**config.mk**
```make
export PLATFORM = sky130hd
export DESIGN_NAME = dmem_arbiter
export DESIGN_NICKNAME = d
export VERILOG_FILES = /design/src/rtl/mincpu_pkg.sv /design/src/rtl/data_ram.sv /design/src/rtl/dmem_arbiter.sv
export SDC_FILE = /design/constraint.sdc
export NUM_CORES = 2
export LEC_CHECK = 0
export ABC_AREA = 1
export BUFFER_PORTS_ARGS = -buffer_cell sky130_fd_sc_hd__buf_2
export CORE_MARGIN = 3
export CORE_UTILIZATION = 35
export DETAILED_ROUTE_END_ITERATION = 6
export SYNTH_ARGS = -nofsm -noshare
export SYNTH_HDL_FRONTEND = slang
export SYNTH_HIERARCHICAL = 1
export SYNTH_SLANG_ARGS = --single-unit
```
**constraint.sdc**
```tcl
create_clock -name clk -period 12.05 [get_ports clk]
set_input_delay 0.6025 -clock clk [delete_from_list [all_inputs] [get_ports clk]]
set_output_delay 0.6025 -clock clk [all_outputs]
set_load 0.05 [all_outputs]
```
**src/rtl/mincpu_pkg.sv**
```systemverilog
// Shared definitions for the core's data-memory path: RAM geometry and
// the arbiter ownership encoding.
package mincpu_pkg;

  localparam int DATAMEM_ADDR_W = 8;
  localparam int DATAMEM_DATA_W = 8;

  typedef enum logic [1:0] {
    OWN_NONE = 2'd0,
    OWN0     = 2'd1,
    OWN1     = 2'd2
  } owner_t;

  function automatic owner_t owner_of(input logic port);
    return port ? OWN1 : OWN0;
  endfunction

endpackage

```
**src/rtl/data_ram.sv**
```systemverilog
// Single-port synchronous data RAM: write or registered read on enable, no reset.
module data_ram
  import mincpu_pkg::*;
#(
  parameter int ADDR_W = DATAMEM_ADDR_W,
  parameter int DATA_W = DATAMEM_DATA_W
) (
  input  logic              clk,
  input  logic              en,
  input  logic              we,
  input  logic [ADDR_W-1:0] addr,
  input  logic [DATA_W-1:0] wdata,
  output logic [DATA_W-1:0] rdata
);

  logic [DATA_W-1:0] mem [2**ADDR_W];

  always_ff @(posedge clk) begin
    if (en) begin
      if (we) mem[addr] <= wdata;
      else    rdata     <= mem[addr];
    end
  end

endmodule

```
**src/rtl/dmem_arbiter.sv**
```systemverilog
// Two-port round-robin arbiter in front of the data RAM, with locked bursts
// bounded by MAX_BURST while the other port waits.
module dmem_arbiter
  import mincpu_pkg::*;
#(
  parameter int ADDR_W    = DATAMEM_ADDR_W,
  parameter int DATA_W    = DATAMEM_DATA_W,
  parameter int MAX_BURST = 4
) (
  input  logic              clk,
  input  logic              rst_n,
  input  logic              req_0,
  input  logic              lock_0,
  input  logic              we_0,
  input  logic [ADDR_W-1:0] addr_0,
  input  logic [DATA_W-1:0] wdata_0,
  output logic              gnt_0,
  output logic              rvalid_0,
  output logic [DATA_W-1:0] rdata_0,
  input  logic              req_1,
  input  logic              lock_1,
  input  logic              we_1,
  input  logic [ADDR_W-1:0] addr_1,
  input  logic [DATA_W-1:0] wdata_1,
  output logic              gnt_1,
  output logic              rvalid_1,
  output logic [DATA_W-1:0] rdata_1
);

  localparam int CNT_W = $clog2(MAX_BURST + 1);
  localparam logic [CNT_W-1:0] CNT_MAX = CNT_W'(MAX_BURST);

  owner_t            owner_reg;
  logic [CNT_W-1:0]  cnt_reg;
  logic              last_reg;
  logic              rd_pend_reg;
  logic              rd_port_reg;

  logic              issue;
  logic              sel;
  logic              sel_lock;
  logic              sel_we;
  logic [ADDR_W-1:0] ram_addr;
  logic [DATA_W-1:0] ram_wdata;
  logic [DATA_W-1:0] ram_rdata;
  logic [1:0]        gnt_vec;
  logic [1:0]        rvalid_vec;
  logic [DATA_W-1:0] rdata_arr [2];

  // A lock is honoured only until the burst count saturates with the other port waiting.
  always_comb begin
    issue = 1'b0;
    sel   = 1'b0;
    if (!rst_n) begin
      issue = 1'b0;
    end else if (owner_reg == OWN0 && req_0 && lock_0 && (cnt_reg < CNT_MAX || !req_1)) begin
      issue = 1'b1;
      sel   = 1'b0;
    end else if (owner_reg == OWN1 && req_1 && lock_1 && (cnt_reg < CNT_MAX || !req_0)) begin
      issue = 1'b1;
      sel   = 1'b1;
    end else if (req_0 && req_1) begin
      issue = 1'b1;
      sel   = !last_reg;
    end else if (req_0 || req_1) begin
      issue = 1'b1;
      sel   = req_1;
    end
  end

  assign sel_lock  = sel ? lock_1  : lock_0;
  assign sel_we    = sel ? we_1    : we_0;
  assign ram_addr  = sel ? addr_1  : addr_0;
  assign ram_wdata = sel ? wdata_1 : wdata_0;

  always_ff @(posedge clk or negedge rst_n) begin
    if (!rst_n) begin
      owner_reg   <= OWN_NONE;
      cnt_reg     <= '0;
      last_reg    <= 1'b1;
      rd_pend_reg <= 1'b0;
      rd_port_reg <= 1'b0;
    end else if (issue) begin
      last_reg    <= sel;
      rd_pend_reg <= !sel_we;
      rd_port_reg <= sel;
      if (sel_lock) begin
        owner_reg <= owner_of(sel);
        if (owner_reg != owner_of(sel)) cnt_reg <= CNT_W'(1);
        else if (cnt_reg < CNT_MAX)     cnt_reg <= cnt_reg + CNT_W'(1);
      end else begin
        owner_reg <= OWN_NONE;
        cnt_reg   <= '0;
      end
    end else begin
      owner_reg   <= OWN_NONE;
      cnt_reg     <= '0;
      rd_pend_reg <= 1'b0;
    end
  end

  data_ram #(.ADDR_W(ADDR_W), .DATA_W(DATA_W)) u_ram (
    .clk   (clk),
    .en    (issue),
    .we    (sel_we),
    .addr  (ram_addr),
    .wdata (ram_wdata),
    .rdata (ram_rdata)
  );

  // Steer the RAM's registered read data back to whichever port issued it.
  for (genvar gi = 0; gi < 2; gi++) begin : g_port
    logic              rvalid_reg;
    logic [DATA_W-1:0] rdata_reg;

    assign gnt_vec[gi] = issue && (sel == 1'(gi));

    always_ff @(posedge clk or negedge rst_n) begin
      if (!rst_n) begin
        rvalid_reg <= 1'b0;
        rdata_reg  <= '0;
      end else begin
        rvalid_reg <= rd_pend_reg && (rd_port_reg == 1'(gi));
        if (rd_pend_reg && (rd_port_reg == 1'(gi))) rdata_reg <= ram_rdata;
      end
    end

    assign rvalid_vec[gi] = rvalid_reg;
    assign rdata_arr[gi]  = rdata_reg;
  end

  assign gnt_0    = gnt_vec[0];
  assign gnt_1    = gnt_vec[1];
  assign rvalid_0 = rvalid_vec[0];
  assign rvalid_1 = rvalid_vec[1];
  assign rdata_0  = rdata_arr[0];
  assign rdata_1  = rdata_arr[1];

endmodule
```
---- After elaboration in Yosys (flattened, before gate mapping) ----
Memories as Yosys holds them, arrays and structs flattened. A register that Yosys moved wholly into a read port is not among the register bits.
Cells that the tools add are included.
Widths: inputs -> output; s select.
storage, ports and cells
  bits in registers ....................... 26
  RAM bits ................................ 2,048
  input port bits ......................... 40
  output and inout bits ................... 20
  logic and storage cells ................. 63
  memories ................................ 1
operators by class
  add/subtract/negate cells ............... 1
  order comparisons ....................... 1
  equal/unequal tests ..................... 4
  muxes and demuxes ....................... 25
  bitwise logic cells ..................... 3
  reductions and logical operators ........ 19
memories
  name       depth  width  read ports  clocked after Yosys merged registers in  wr ports  line            text
  u_ram.mem  256    8      1           1                                        1         data_ram.sv:16  logic [DATA_W-1:0] mem [2**ADDR_W];
operators with widths
  operator             number
  $mux 1               16
  $mux 8               2
  $mux 3               4
  $logic_and 1x1->1    11
  $mux 2               3
  $logic_not 1->1      4
  $ne 4x2->1 const B   1
  $add 3x1->3 const B  1
  $logic_or 1x1->1     3
  $lt 3x3->1 const B   1
  $not 1->1            3
  $eq 2x1->1 const B   1
  $eq 2x2->1 const B   1
  $ne 2x2->1           1
  $reduce_and 2->1     1

---- Longest topological paths before layout ----
  depth after elaboration ................. 12
  depth in mapped cells ................... 25

---- By module ----
Netlist, hierarchy kept.
modules (own cells, without submodules)
  module        times used  cells an instance  area an instance (µm²)  sequential area each (µm²)
  data_ram      1           7,960              84,835.1                61,739.2
  dmem_arbiter  1           174                1,282.5                 651.9

---- Least setup slack after synthesis ----
Ideal clock, no wire load.
  path type ............................... in2reg
  from .................................... input port lock_1
  to ...................................... memory u_ram/mem[0][0] (netlist bit), data pin
  library setup time ...................... 824 ps
  arrival time ............................ 4,374 ps
  required time ........................... 11,226 ps
  setup slack ............................. 6,853 ps
  stages on the path ...................... 9
  buffers on the path ..................... 1
  path through ............................ inv_1 nor2_1 nand2_1 nand2_2 nand3_2 inv_2 buf_6 nand2_1 nand2_1
on the way
  longest elaborated chain between the ends .. 6
RTL lines
  what                            line                text
  from (decl)                     dmem_arbiter.sv:21  input logic lock_1,
  $logic_and 1x1->1 (2 in a row)  dmem_arbiter.sv:59  end else if (owner_reg == OWN1 && req_1 && lock_1 && (cnt_reg < CNT_MAX || !req_0)) begin
  $mux 1                          dmem_arbiter.sv:59
  $mux 1                          dmem_arbiter.sv:56  end else if (owner_reg == OWN0 && req_0 && lock_0 && (cnt_reg < CNT_MAX || !req_1)) begin
  $mux 1                          dmem_arbiter.sv:54  if (!rst_n) begin
  $mux 8                          dmem_arbiter.sv:74  assign ram_wdata = sel ? wdata_1 : wdata_0;
  named net ram_wdata[0]          dmem_arbiter.sv:44  logic [DATA_W-1:0] ram_wdata;
  to (decl)                       data_ram.sv:16
The timed path passes the listed nets, and every way through them passes these cells.

---- Worst setup path in the final report ----
  from .................................... input port rst_n
  to ...................................... register u_ram.rdata[7], read port of u_ram.mem, data pin
on the way
  elaborated cells on any way between the ends .. 6
  those cells by class .................... mux: 4; bitwise: 1; reduce/logical: 1
RTL lines
  what                   line                text
  from (decl)            dmem_arbiter.sv:11  input logic rst_n,
  $mux 1                 dmem_arbiter.sv:54
  $mux 8                 dmem_arbiter.sv:73  assign ram_addr = sel ? addr_1 : addr_0;
  named net ram_addr[1]  dmem_arbiter.sv:43  logic [ADDR_W-1:0] ram_addr;
  to (decl)              data_ram.sv:13      output logic [DATA_W-1:0] rdata
The timed path passes the listed nets, and every way through them passes these cells.
A chain may end at the register's enable or synchronous reset.

==> impl_results.md <==
* Die span in y at between 500 and 600 µm
* Synth unique cells at 23
* Clock latency on the worst-skew pair at 0.84 ns
* CP Capture Type: flop
* Syn Nets at ~8000
* Routed len/inst at roughly 20 µm
* First-pass GRT wire length at 351100 µm
* Post-Synth Simple-Gate Area at roughly 24%
* Arrival @ worst endpoint at just under 8 ns
* Post-route ant nets at 0
* Starting Density at a little over a third
* DR DRC count at 0
* Worst VDD drop at ~0.12 mV
* Synth area leader: edfxtp_1
* Die width at 502.0 µm
* I/O Buffers at slightly below 60
* Cell Area, Synth at around 86000 µm²
* Largest net degree at the start of global routing at ~210
* DR pass1 iterations at 6
* Yosys warning total at 6
* Detailed Place HPWL at 130300 µm
* Hold Vio Cnt, Final at 0
* Mux share of post-synthesis cell area at less than 1%
* # clock sinks at ~2100
* Synth Area in XOR/XNOR at less than 1%
* Post-CTS setup buffer count at 0
* CTS root buffer: clkbuf_16
* Sequential element share of the synthesized area at between 70% and 80%
* Setup TNS at 0 ns
* Initial antenna violation count at 9
* Max Cap Viol at 0
* Status: completed
* Die area at around 250000 µm²
* Final max-slew violation count at 0
* Worst hold path type: input port to flop
* Nets at between 8000 and 9000
* CTS buffer count at about 210
* Fin crit share at between 50% and 60%
* CTS tree: done
* Mean Syn Cell Area at 10.59 µm²
* Largest family of logic cells by synthesized area: simple AND/OR/NAND/NOR gates
* Cts repair resizes at 0
* CTS H-Tree Depth at 4
* Crit path kind: input port to flop
* Clock Path Buffers at 3
* Final setup skew at 0.05731 ns
* Top reg by flops: u_ram/mem
* Hold-fix buffers at CTS at 2
* DR vias at about 57000
* Clock-pin slew on the worst setup and hold paths at about 0.060 ns
* Vias/cell at between 5 and 6
* Unrepaired setup endpoints after global routing: false
* RD Place Congestion at roughly 0.83
* Relative slew slack at 15.14%
* CP max FO at between 80 and 90
* P_leak at ~0.037 µW
* Filler instances at ~23000
* Pwr/cell area at roughly 170 nW/µm²
* Startpoint Class: input port
* Cells after Synth at about 8100
* I/O pin cnt at 60
* Final Critical Period at 7.007 ns
* Final setup violating endpoints at 0
* Vias in the first global route at 55100
* Area growth, synth to finish at 11.47%
* Worst hold slack at 0.06168 ns
* Starting DRC count in detailed routing at roughly 6500
* Cell row count at 181
* Final WL at roughly 230000 µm
* Core area at 243900 µm²
* Area share of the largest cell type after synthesis at around 72%
* Synth Register Bits at approximately 2100
* Layout cell share with drive strength beyond 1 at under 10%
* Max Fclk at 0.1427 GHz
* Least-Margin Pin Slew at roughly 1.3 ns
* Top cells by area, synth: edfxtp_1, nand2_1, nor2_1
* Adder-cell share of the synthesized area at less than 1%
* CP Data Required Time at ~13 ns
* Compound-Gate Fraction of Synth Area at 0.8485%
* Total gr overflow at 0
* Largest register FFs at 2048
* GRT Total Usage at between 10% and 20%
## cell usage after synthesis (all sizes together)
master	instances
a21oi	1
buf	266
clkbuf	163
clkinv	2
dfrtp	25
dfstp	1
edfxtp	2056
ha	1
inv	37
mux2i	1
nand2	4779
nand3	261
nand4	40
nor2	355
o21ai	145
xor2	1
## layout by cell type, fill, tap and decap left out, types with 2 or more instances in the layout
cell,n
inv_4,2
clkinv_8,2
buf_12,12
clkinv_2,31
dlygate4sd3_1,2
nand3_2,6
diode_2,3
inv_8,2
inv_1,33
nor2_1,349
nand3_4,3
clkinvlp_4,4
clkbuf_16,214
nand2_4,10
dfrtp_1,25
buf_2,59
inv_6,7
nor2_4,6
clkbuf_8,5
o21ai_1,128
edfxtp_1,2056
o21ai_0,17
clkinv_1,58
nand2_1,4768
nand3_1,252
nand4_1,40
clkbuf_1,45
bufinv_16,15
buf_4,67
## through the flow
step	instances	setup WS [ns]	instance area [µm²]	utilization (%)	power, µW
after floorplan	8134	6.853	86120	-	9267
after global placement	11050	4.918	89390	36.65	9786
after detailed placement	11050	4.845	89390	36.65	9793
after CTS	11430	5.179	95990	39.35	16040
after global routing	11430	4.661	95990	39.36	16500
final	11430	5.043	96000	39.36	15940
## cell type report
class	instances	area (µm²)	share of cell area, %
Sequential cell	2082	62390	64.99
Multi-Input combinational cell	5584	21780	22.69
Clock buffer	264	5593	5.826
Tap cell	3202	4006	4.173
Timing Repair Buffer	140	1059	1.103
Clock inverter	118	988.4	1.030
Inverter	39	171.4	0.1786
Antenna cell	3	7.507	0.007820
## worst paths after layout
path | end | slack [ns] | startpoint | depth (start not counted)
max | u_ram/rdata[7] | 5.04 | rst_n | 22
min | owner_reg[0] | 0.06 | lock_0 | 3
max reg2reg | u_ram/rdata[7] | 5.34 | cnt_reg[2] | 21
min reg2reg | last_reg | 0.47 | last_reg | 2
max in group asynchronous | rdata_0[5] | 11.33 | rst_n | 2
min in group asynchronous | cnt_reg[1] | 0.32 | rst_n | 2
## kinds of logic after synthesis
family                   after synthesis
XOR/XNOR                               1
buffers and inverters                468
multiplexers                           1
flip-flops                          2082
AND/OR/NAND/NOR                     5435
adder cells (fa/ha/maj)                1
AO/OA/AOI/OAI                        146
## worst max-delay path, stage by stage
cell and delay [ns]:
dlygate4sd3_1 0.52, buf_2 0.50, nand2_1 0.15, inv_1 0.09
nand3_2 0.56, inv_2 0.69, nand2_1 0.18, nand2_4 0.57
inv_8 0.38, nor2_4 0.60, buf_4 0.90, buf_4 0.63
nand2_1 0.10, nand3_1 0.12, nand2_1 0.05, nand2_1 0.12
o21ai_1 0.10, nand2_1 0.13, nor2_1 0.09, nor2_1 0.29
nor2_1 0.10, nand2_1 0.08
## where the power goes
part | internal [µW] | switching [µW]
registers | 8080 | 13.2
clock network | 3580 | 2710
logic | 321 | 1230
total | 12000 | 3960
## layer usage
metal / GRT usage, % / wire (µm)
met5: 0 / 0
met4: 5.589 / 6722
met2: 29.02 / 108400
met1: 25.89 / 100600
met3: 2.591 / 18260
Power figures use the tool's default switching activity.
